## src/rtl/mul_arbiter_if.sv

```systemverilog
`default_nettype none
// ============================================================================
// Module   : mul_arbiter_if
// Purpose  : Request/response and multiplier-side bundle for mul_arbiter.
// Revision : 1.0 - initial release
// ============================================================================
interface mul_arbiter_if #(
  parameter int WIDTH = 64
);
  logic                 req_valid_0;
  logic                 req_valid_1;
  logic                 req_ready_0;
  logic                 req_ready_1;
  logic [WIDTH-1:0]     req_a_0;
  logic [WIDTH-1:0]     req_a_1;
  logic [WIDTH-1:0]     req_b_0;
  logic [WIDTH-1:0]     req_b_1;
  logic                 resp_valid_0;
  logic                 resp_valid_1;
  logic                 resp_ready_0;
  logic                 resp_ready_1;
  logic [2*WIDTH-1:0]   resp_data;
  logic                 resp_err;
  logic                 busy;
  logic                 grant_id;
  logic                 mul_op_start;
  logic                 mul_op_clear;
  logic [WIDTH-1:0]     mul_multiplicand;
  logic [WIDTH-1:0]     mul_multiplier;
  logic                 mul_op_done;
  logic [2*WIDTH-1:0]   mul_result;

  // Arbiter side.
  modport slave (
    input  req_valid_0, req_valid_1, req_a_0, req_a_1, req_b_0, req_b_1,
    input  resp_ready_0, resp_ready_1, mul_op_done, mul_result,
    output req_ready_0, req_ready_1, resp_valid_0, resp_valid_1,
    output resp_data, resp_err, busy, grant_id,
    output mul_op_start, mul_op_clear, mul_multiplicand, mul_multiplier
  );

  // Client/multiplier environment side.
  modport master (
    output req_valid_0, req_valid_1, req_a_0, req_a_1, req_b_0, req_b_1,
    output resp_ready_0, resp_ready_1, mul_op_done, mul_result,
    input  req_ready_0, req_ready_1, resp_valid_0, resp_valid_1,
    input  resp_data, resp_err, busy, grant_id,
    input  mul_op_start, mul_op_clear, mul_multiplicand, mul_multiplier
  );
endinterface
`default_nettype wire

```

## src/rtl/mul_arbiter.sv

```systemverilog
`default_nettype none
// ============================================================================
// Module   : mul_arbiter
// Purpose  : Round-robin sharing of one sequential signed multiplier by two ports.
// Revision : 1.0 - initial release
// ============================================================================
module mul_arbiter #(
  parameter int WIDTH   = 64,
  parameter int TIMEOUT = 128
) (
  input  logic          clk,
  input  logic          reset,
  mul_arbiter_if.slave  bus
);

  localparam int c_CNT_W = $clog2(TIMEOUT) + 1;
  localparam logic [c_CNT_W-1:0] c_CNT_LAST = c_CNT_W'(TIMEOUT - 1);

  typedef enum logic [1:0] {
    S_IDLE  = 2'd0,
    S_START = 2'd1,
    S_CLEAR = 2'd2,
    S_RESP  = 2'd3
  } state_t;

  state_t               r_state;
  state_t               w_state_nxt;
  logic                 r_last_grant;
  logic                 r_grant_id;
  logic [WIDTH-1:0]     r_multiplicand;
  logic [WIDTH-1:0]     r_multiplier;
  logic [2*WIDTH-1:0]   r_resp_data;
  logic                 r_resp_err;
  logic [c_CNT_W-1:0]   r_count;

  logic                 w_gnt_0;
  logic                 w_gnt_1;
  logic                 w_accept;
  logic                 w_timeout;
  logic                 w_resp_ready_sel;

  // Under contention the port that did not win last time gets the grant.
  always_comb begin
    w_gnt_0 = 1'b0;
    w_gnt_1 = 1'b0;
    if (bus.req_valid_0 && bus.req_valid_1) begin
      w_gnt_0 = r_last_grant;
      w_gnt_1 = ~r_last_grant;
    end else begin
      w_gnt_0 = bus.req_valid_0;
      w_gnt_1 = bus.req_valid_1;
    end
  end

  assign w_accept         = (r_state == S_IDLE) && (w_gnt_0 || w_gnt_1);
  assign w_timeout        = (r_count == c_CNT_LAST);
  assign w_resp_ready_sel = r_grant_id ? bus.resp_ready_1 : bus.resp_ready_0;

  always_ff @(posedge clk) begin
    if (reset) begin
      r_state <= S_IDLE;
    end else begin
      r_state <= w_state_nxt;
    end
  end

  always_comb begin
    w_state_nxt      = r_state;
    bus.req_ready_0  = 1'b0;
    bus.req_ready_1  = 1'b0;
    bus.mul_op_start = 1'b0;
    bus.mul_op_clear = 1'b0;
    bus.resp_valid_0 = 1'b0;
    bus.resp_valid_1 = 1'b0;
    case (r_state)
      S_IDLE: begin
        bus.req_ready_0 = w_gnt_0;
        bus.req_ready_1 = w_gnt_1;
        if (w_accept) begin
          w_state_nxt = S_START;
        end
      end
      S_START: begin
        bus.mul_op_start = 1'b1;
        if (bus.mul_op_done || w_timeout) begin
          w_state_nxt = S_CLEAR;
        end
      end
      S_CLEAR: begin
        bus.mul_op_clear = 1'b1;
        w_state_nxt      = S_RESP;
      end
      S_RESP: begin
        bus.resp_valid_0 = ~r_grant_id;
        bus.resp_valid_1 = r_grant_id;
        if (w_resp_ready_sel) begin
          w_state_nxt = S_IDLE;
        end
      end
      default: begin
        w_state_nxt = S_IDLE;
      end
    endcase
  end

  // Operand capture, grant bookkeeping, watchdog counter and result capture.
  always_ff @(posedge clk) begin
    if (reset) begin
      r_last_grant   <= 1'b1;
      r_grant_id     <= 1'b0;
      r_multiplicand <= '0;
      r_multiplier   <= '0;
      r_resp_data    <= '0;
      r_resp_err     <= 1'b0;
      r_count        <= '0;
    end else begin
      case (r_state)
        S_IDLE: begin
          if (w_accept) begin
            r_multiplicand <= w_gnt_1 ? bus.req_a_1 : bus.req_a_0;
            r_multiplier   <= w_gnt_1 ? bus.req_b_1 : bus.req_b_0;
            r_grant_id     <= w_gnt_1;
            r_last_grant   <= w_gnt_1;
            r_count        <= '0;
          end
        end
        S_START: begin
          r_count <= r_count + c_CNT_W'(1);
          // A done arriving on the final watchdog cycle still counts as success.
          if (bus.mul_op_done) begin
            r_resp_data <= bus.mul_result;
            r_resp_err  <= 1'b0;
          end else if (w_timeout) begin
            r_resp_data <= '0;
            r_resp_err  <= 1'b1;
          end
        end
        default: begin
        end
      endcase
    end
  end

  assign bus.mul_multiplicand = r_multiplicand;
  assign bus.mul_multiplier   = r_multiplier;
  assign bus.resp_data        = r_resp_data;
  assign bus.resp_err         = r_resp_err;
  assign bus.grant_id         = r_grant_id;
  assign bus.busy             = (r_state != S_IDLE);

`ifndef SYNTHESIS
  always_ff @(posedge clk) begin
    if (!reset) begin
      assert (!(bus.mul_op_start && bus.mul_op_clear));
      assert (!(bus.req_ready_0 && bus.req_ready_1));
    end
  end
`endif

endmodule
`default_nettype wire
```

## src/flat_wrapper.sv

```systemverilog
// flat-port wrapper written by rule: the top's interface ports become plain ports
module mul_arbiter_flat 
#(
  parameter int WIDTH   = 64,
  parameter int TIMEOUT = 128
)
  (clk, reset, bus_req_valid_0, bus_req_valid_1, bus_req_a_0, bus_req_a_1, bus_req_b_0, bus_req_b_1, bus_resp_ready_0, bus_resp_ready_1, bus_mul_op_done, bus_mul_result, bus_req_ready_0, bus_req_ready_1, bus_resp_valid_0, bus_resp_valid_1, bus_resp_data, bus_resp_err, bus_busy, bus_grant_id, bus_mul_op_start, bus_mul_op_clear, bus_mul_multiplicand, bus_mul_multiplier);
  mul_arbiter_if #(.WIDTH(WIDTH)) bus_i ();
  input  logic clk;
  input  logic reset;
  input wire logic [$bits(bus_i.req_valid_0)-1:0] bus_req_valid_0;
  input wire logic [$bits(bus_i.req_valid_1)-1:0] bus_req_valid_1;
  input wire logic [$bits(bus_i.req_a_0)-1:0] bus_req_a_0;
  input wire logic [$bits(bus_i.req_a_1)-1:0] bus_req_a_1;
  input wire logic [$bits(bus_i.req_b_0)-1:0] bus_req_b_0;
  input wire logic [$bits(bus_i.req_b_1)-1:0] bus_req_b_1;
  input wire logic [$bits(bus_i.resp_ready_0)-1:0] bus_resp_ready_0;
  input wire logic [$bits(bus_i.resp_ready_1)-1:0] bus_resp_ready_1;
  input wire logic [$bits(bus_i.mul_op_done)-1:0] bus_mul_op_done;
  input wire logic [$bits(bus_i.mul_result)-1:0] bus_mul_result;
  output wire logic [$bits(bus_i.req_ready_0)-1:0] bus_req_ready_0;
  output wire logic [$bits(bus_i.req_ready_1)-1:0] bus_req_ready_1;
  output wire logic [$bits(bus_i.resp_valid_0)-1:0] bus_resp_valid_0;
  output wire logic [$bits(bus_i.resp_valid_1)-1:0] bus_resp_valid_1;
  output wire logic [$bits(bus_i.resp_data)-1:0] bus_resp_data;
  output wire logic [$bits(bus_i.resp_err)-1:0] bus_resp_err;
  output wire logic [$bits(bus_i.busy)-1:0] bus_busy;
  output wire logic [$bits(bus_i.grant_id)-1:0] bus_grant_id;
  output wire logic [$bits(bus_i.mul_op_start)-1:0] bus_mul_op_start;
  output wire logic [$bits(bus_i.mul_op_clear)-1:0] bus_mul_op_clear;
  output wire logic [$bits(bus_i.mul_multiplicand)-1:0] bus_mul_multiplicand;
  output wire logic [$bits(bus_i.mul_multiplier)-1:0] bus_mul_multiplier;
  assign bus_i.req_valid_0 = bus_req_valid_0;
  assign bus_i.req_valid_1 = bus_req_valid_1;
  assign bus_i.req_a_0 = bus_req_a_0;
  assign bus_i.req_a_1 = bus_req_a_1;
  assign bus_i.req_b_0 = bus_req_b_0;
  assign bus_i.req_b_1 = bus_req_b_1;
  assign bus_i.resp_ready_0 = bus_resp_ready_0;
  assign bus_i.resp_ready_1 = bus_resp_ready_1;
  assign bus_i.mul_op_done = bus_mul_op_done;
  assign bus_i.mul_result = bus_mul_result;
  assign bus_req_ready_0 = bus_i.req_ready_0;
  assign bus_req_ready_1 = bus_i.req_ready_1;
  assign bus_resp_valid_0 = bus_i.resp_valid_0;
  assign bus_resp_valid_1 = bus_i.resp_valid_1;
  assign bus_resp_data = bus_i.resp_data;
  assign bus_resp_err = bus_i.resp_err;
  assign bus_busy = bus_i.busy;
  assign bus_grant_id = bus_i.grant_id;
  assign bus_mul_op_start = bus_i.mul_op_start;
  assign bus_mul_op_clear = bus_i.mul_op_clear;
  assign bus_mul_multiplicand = bus_i.mul_multiplicand;
  assign bus_mul_multiplier = bus_i.mul_multiplier;
  mul_arbiter #(.WIDTH(WIDTH), .TIMEOUT(TIMEOUT)) u_core (.clk(clk), .reset(reset), .bus(bus_i));
endmodule
```

## config.mk

```make
export PLATFORM = sky130hd
export DESIGN_NAME = mul_arbiter_flat
export DESIGN_NICKNAME = d
export VERILOG_FILES = /design/src/rtl/mul_arbiter_if.sv /design/src/rtl/mul_arbiter.sv /design/src/flat_wrapper.sv
export SDC_FILE = /design/constraint.sdc
export NUM_CORES = 1
export LEC_CHECK = 0
export ABC_AREA = 1
export BUFFER_PORTS_ARGS = -buffer_cell sky130_fd_sc_hd__buf_2
export CORE_AREA = 3 3 254 256
export CTS_CLUSTER_SIZE = 30
export DETAILED_ROUTE_END_ITERATION = 10
export DIE_AREA = 0 0 257 259
export GPL_TIMING_DRIVEN = 1
export PLACE_DENSITY = 0.36
export SETUP_SLACK_MARGIN = 0.2
export SYNTH_ARGS = -nofsm -noshare
export SYNTH_HDL_FRONTEND = slang
export SYNTH_SLANG_ARGS = --single-unit
```

## constraint.sdc

```tcl
create_clock -name clk -period 1.85 [get_ports clk]
set_clock_uncertainty 0.1 [all_clocks]
set_input_delay 0.2775 -clock clk [delete_from_list [all_inputs] [get_ports clk]]
set_output_delay 0.2775 -clock clk [all_outputs]
set_load 0.03 [all_outputs]
```

* Word level (Yosys, flattened, before mapping)
Cells that the tools add are included.
** Storage, ports and cells
- Flip-flop bits (word level) :: 269
- Logic and storage cells :: 51
- Input port bits :: 391
** Cells by class
- Bitwise gates (word level) :: 2
- Equality and inequality tests :: 7
- Reductions and logical operators :: 12
- Muxes and demuxes :: 21
- $add $sub $neg :: 1
** Operator list (number)
- $mux W128 :: 2
- $mux W64 :: 2
- $pmux W8 S2 :: 1
- $mux W1 :: 11
- $add A8 B1 Y8 const B :: 1
- $eq A8 B7 Y1 const B :: 1
- $mux W8 :: 1
- $pmux W2 S4 :: 1
- $mux W2 :: 3
- $ne A2 B1 Y1 const B :: 3
- $reduce_and A2 Y1 :: 3
- $reduce_bool A2 Y1 :: 3
- $eq A2 B2 Y1 const B :: 2
- $reduce_and A3 Y1 :: 1
- $eq A2 B1 Y1 const B :: 1
- $logic_and A1 B1 Y1 :: 2
- $logic_not A2 Y1 :: 1
- $logic_or A1 B1 Y1 :: 2
- $not A1 Y1 :: 2

* Longest topological paths before layout
- Word-level depth :: 6
- Mapped depth :: 10
- Depth with buffers taken out :: 9

* Worst setup path after synthesis
Ideal clock, no wire load.
- Path type :: register -> output
- From :: reg u_core.r_state[0]
- To :: out bus_req_ready_0
- Data arrival time :: 1.567 ns
- Cell stages (with the launch flop) :: 5
- Path slack :: -0.095 ns
- Required time :: 1.472 ns
- Path through :: dfxtp_1 inv_1 ha_1 inv_1 a211oi_1
** On the way
- Longest elaborated chain between the ends :: 2
** Ends and longest elaborated chain
- start, declared :: RTL line mul_arbiter.sv:26 : state_t r_state;
- start signal, assigned :: RTL line mul_arbiter.sv:63 : r_state <= w_state_nxt;
- $logic_not A2 Y1 :: RTL line mul_arbiter.sv:75 : case (r_state)
- $mux W1 :: RTL line mul_arbiter.sv:75
- end, declared :: RTL line flat_wrapper.sv:21 : output wire logic [$bits(bus_i.req_ready_0)-1:0] bus_req_ready_0;
No other way between the ends.

* Final worst setup path
- From :: reg u_core.r_state[1]
- To :: out bus_req_ready_0
The elaborated chain is that of the path after synthesis.

==> results.py <==
metrics = {
    "run_status": {
        "status": "finished with violations",
        "violations": "negative setup slack",
    },
    "logic_synthesis": {
        "synthCells": 1378,
        "ys_seq_elements": 269,
        "netlist_area_mm2": 0.0105,
        "ys_seq_area_frac": 0.512,
        "post_synth_num_cell_types": 23,
        "synth-warning-count": 0,
        "syn_avg_cell_area_um2": 7.63,
        "syn-num-nets": 1775,
    },
    "timing": {
        "rsz0062_at_grt": "true",
        "fmax_mhz": 509,
        "finalMaxSlewViolations": 0,
        "min_period_over_period": 1.06,
        "final_hold_viol_count": 0,
        "relSlewSlack": 0.251,
        "setup_viol": 85,
        "tightest_slew_ps": 1120,
        "period_needed_ps": 1960,
        "fin_ws_ps": -113,
    },
    "pwr": {
        "p_leak_nw": 11.2,
        "vdd_ir_drop_max_mv": 0.836,
        "power_mw": 33.4,
        "power.density_mw_per_mm2": 1330,
    },
    "worst_setup_path": {
        "r2r_end": "u_core.bus.resp_data[108]",
        "cp-start-kind": "register",
        "reg2reg_depth": 12,
        "cp-startpoint": "u_core.r_state[1]",
        "cp_max_fo": 2,
        "crit_end": "bus_req_ready_0",
        "worst_ep_arrival_time_ps": 1590,
        "r2r_slack_ps": -90,
        "critPathKind": "register to output pin",
        "end_kind": "output pin",
        "regToRegStartpoint": "u_core.r_state[1]",
        "cp.required_ps": 1470,
    },
    "clocking": {
        "cts_tree": "yes",
        "insertion_delay_ps": 540,
        "clkSinkCount": 269,
        "htree_levels": 2,
        "clk_pin_slew_worst_paths_ps": 50,
        "cts-root-buf": "clkbuf_16",
        "clock_path_buffers": 3,
        "cts_made_buffers": 36,
    },
    "finish": {
        "drive_gt1_frac": 0.532,
        "final_cell_mix": "639 x buf_2, 386 x dlygate4sd3_1, 322 x nand2_1, 263 x dfxtp_1, 127 x nand2_4",
        "stdcell_count": 3391,
        "diodes": 0,
        "fin_nets": 2917,
        "fin_area_mm2": 0.0251,
        "layout_commonest_cell": "buf_2",
        "area_growth_pct": 139,
    },
    "place": {
        "port_buffers": 655,
        "placed_area_mm2": 0.0147,
        "placed_cells_incl_taps": 2803,
        "place.gp.congestion": 0.906,
        "hpwl_um": 38400,
    },
    "drt": {
        "vias_per_cell": 4.27,
        "detail-route-antenna-nets": 0,
        "drc": 0,
        "vias": 14500,
        "wl_um": 64200,
        "drt_iter0_markers": 606,
        "dr.pass1.iters": 5,
        "wl_per_cell_um": 18.9,
    },
    "floorplanning": {
        "core_mm2": 0.0627,
        "ioPinCount": 656,
        "die_x_um": 257,
        "start_util": 0.168,
        "rows": 92,
        "die_area_mm2": 0.0666,
        "fp.dieH_um": 259,
    },
    "global_route": {
        "grt_first_pass_wirelength_um": 87500,
        "antenna_found_initial": 1,
        "globalRouteOverflowTotal": 0,
        "use_met1": 0.195,
        "met3_usage": 0.0526,
        "met2_usage": 0.294,
        "track_usage": 0.169,
        "grt_pass1_vias": 14500,
        "grt_max_degree": 132,
        "busiest_layer": "met2",
    },
    "job": {
        "drv_cap": 0,
    },
    "hold_path": {
        "min_path_type": "input pin to register",
    },
}
-- report_power, final --
part           internal, mW  total, mW  leakage [nW]  switching [mW]
Clock                  4.45       7.25         0.588            2.79
Sequential             7.36       8.48          2.21            1.12
Combinational          7.56       17.7          8.38            10.1
Total                  19.4       33.4          11.2            14.0
-- metal layers --
layer / vias to the layer above / routed length [µm]
li1: 6948 / -
met1: 6860 / 25200
met2: 553 / 31900
met3: 107 / 4660
met4: 0 / 2380
met5: - / 0
-- Yosys cell counts, drive strengths merged --
cell type | n | area (µm²)
buf | 69 | 452
inv | 26 | 97.6
o211ai | 1 | 7.51
o21ai | 133 | 669
nand2 | 538 | 2020
nand3 | 7 | 35.0
nor3 | 1 | 5.00
a21oi | 140 | 712
ha | 6 | 75.1
a211oi | 2 | 15.0
clkbuf | 44 | 176
a31oi | 128 | 801
nor2 | 10 | 40.0
nand4 | 4 | 25.0
dfxtp | 269 | 5390
-- cell families (layout without fill, tap and decap cells) --
logic type / after synthesis / count (layout) / synth area share
flip-flops: 269 / 269 / 0.512
AO/OA/AOI/OAI: 404 / 404 / 0.210
AND/OR/NAND/NOR: 560 / 561 / 0.202
buffers and inverters: 139 / 1305 / 0.0690
adder cells (fa/ha/maj): 6 / 6 / 0.00714
-- worst max-delay path: stages, from the launching register on --
cell and delay, ps:
dfxtp_2 320, inv_2 80, ha_4 150, buf_6 110, inv_6 30, a211oi_2 150
buf_4 210
-- through the flow --
| stage | util | hold slack (ps) | worst slack (ps) | setup TNS, ps |
|---|---|---|---|---|
| after detailed placement | 0.235 | 342 | 88.7 | 0 |
| after global routing | 0.400 | 195 | -181 | -10540 |
| final | 0.400 | 185 | -113 | -2670 |
| after CTS | 0.354 | 67.1 | -204 | -1490 |
| after floorplan | - | 321 | 251 | 0 |
| after global placement | 0.235 | 332 | 92.9 | 0 |
-- final cells by class --
type,instances,area (µm²)
Timing Repair Buffer,1213,10300
Multi-Input combinational cell,971,6980
Sequential cell,269,5400
Fill cell,6179,37600
Tap cell,846,1060
Clock inverter,7,120
Timing Repair inverter,3,36.3
Inverter,26,133
Clock buffer,56,1090
-- sequential cells by signal, summed over array words and instances, names as in the netlist --
register,cells
u_core.bus.grant_id,1
u_core.bus.mul_multiplicand,64
u_core.r_last_grant,1
u_core.r_state,2
u_core.bus.resp_err,1
u_core.bus.mul_multiplier,64
u_core.r_count,8
u_core.bus.resp_data,128
-- worst min-delay path by stage --
stage / endpoint / cells after the start / startpoint
floorplan: u_core.r_count[6] / 2 / u_core.r_count[6]
CTS: u_core.bus.grant_id / 5 / bus_req_valid_0
finish: u_core.r_state[1] / 7 / bus_resp_ready_1
detailed placement: u_core.r_count[6] / 2 / u_core.r_count[6]
global route: u_core.r_state[0] / 7 / bus_resp_ready_1
global placement: u_core.r_count[6] / 2 / u_core.r_count[6]
-- repair_timing --
action | 4_1_cts | 5_1_grt
hold endpoints to repair | 259 | 0
hold buffers | 386 | 0
setup endpoints to repair | 212 | 261
cloned | 36 | 30
resized for setup | 308 | 554
setup buffers | 48 | 25
pin swaps | 30 | 103
(Power assumes the default switching activity.)
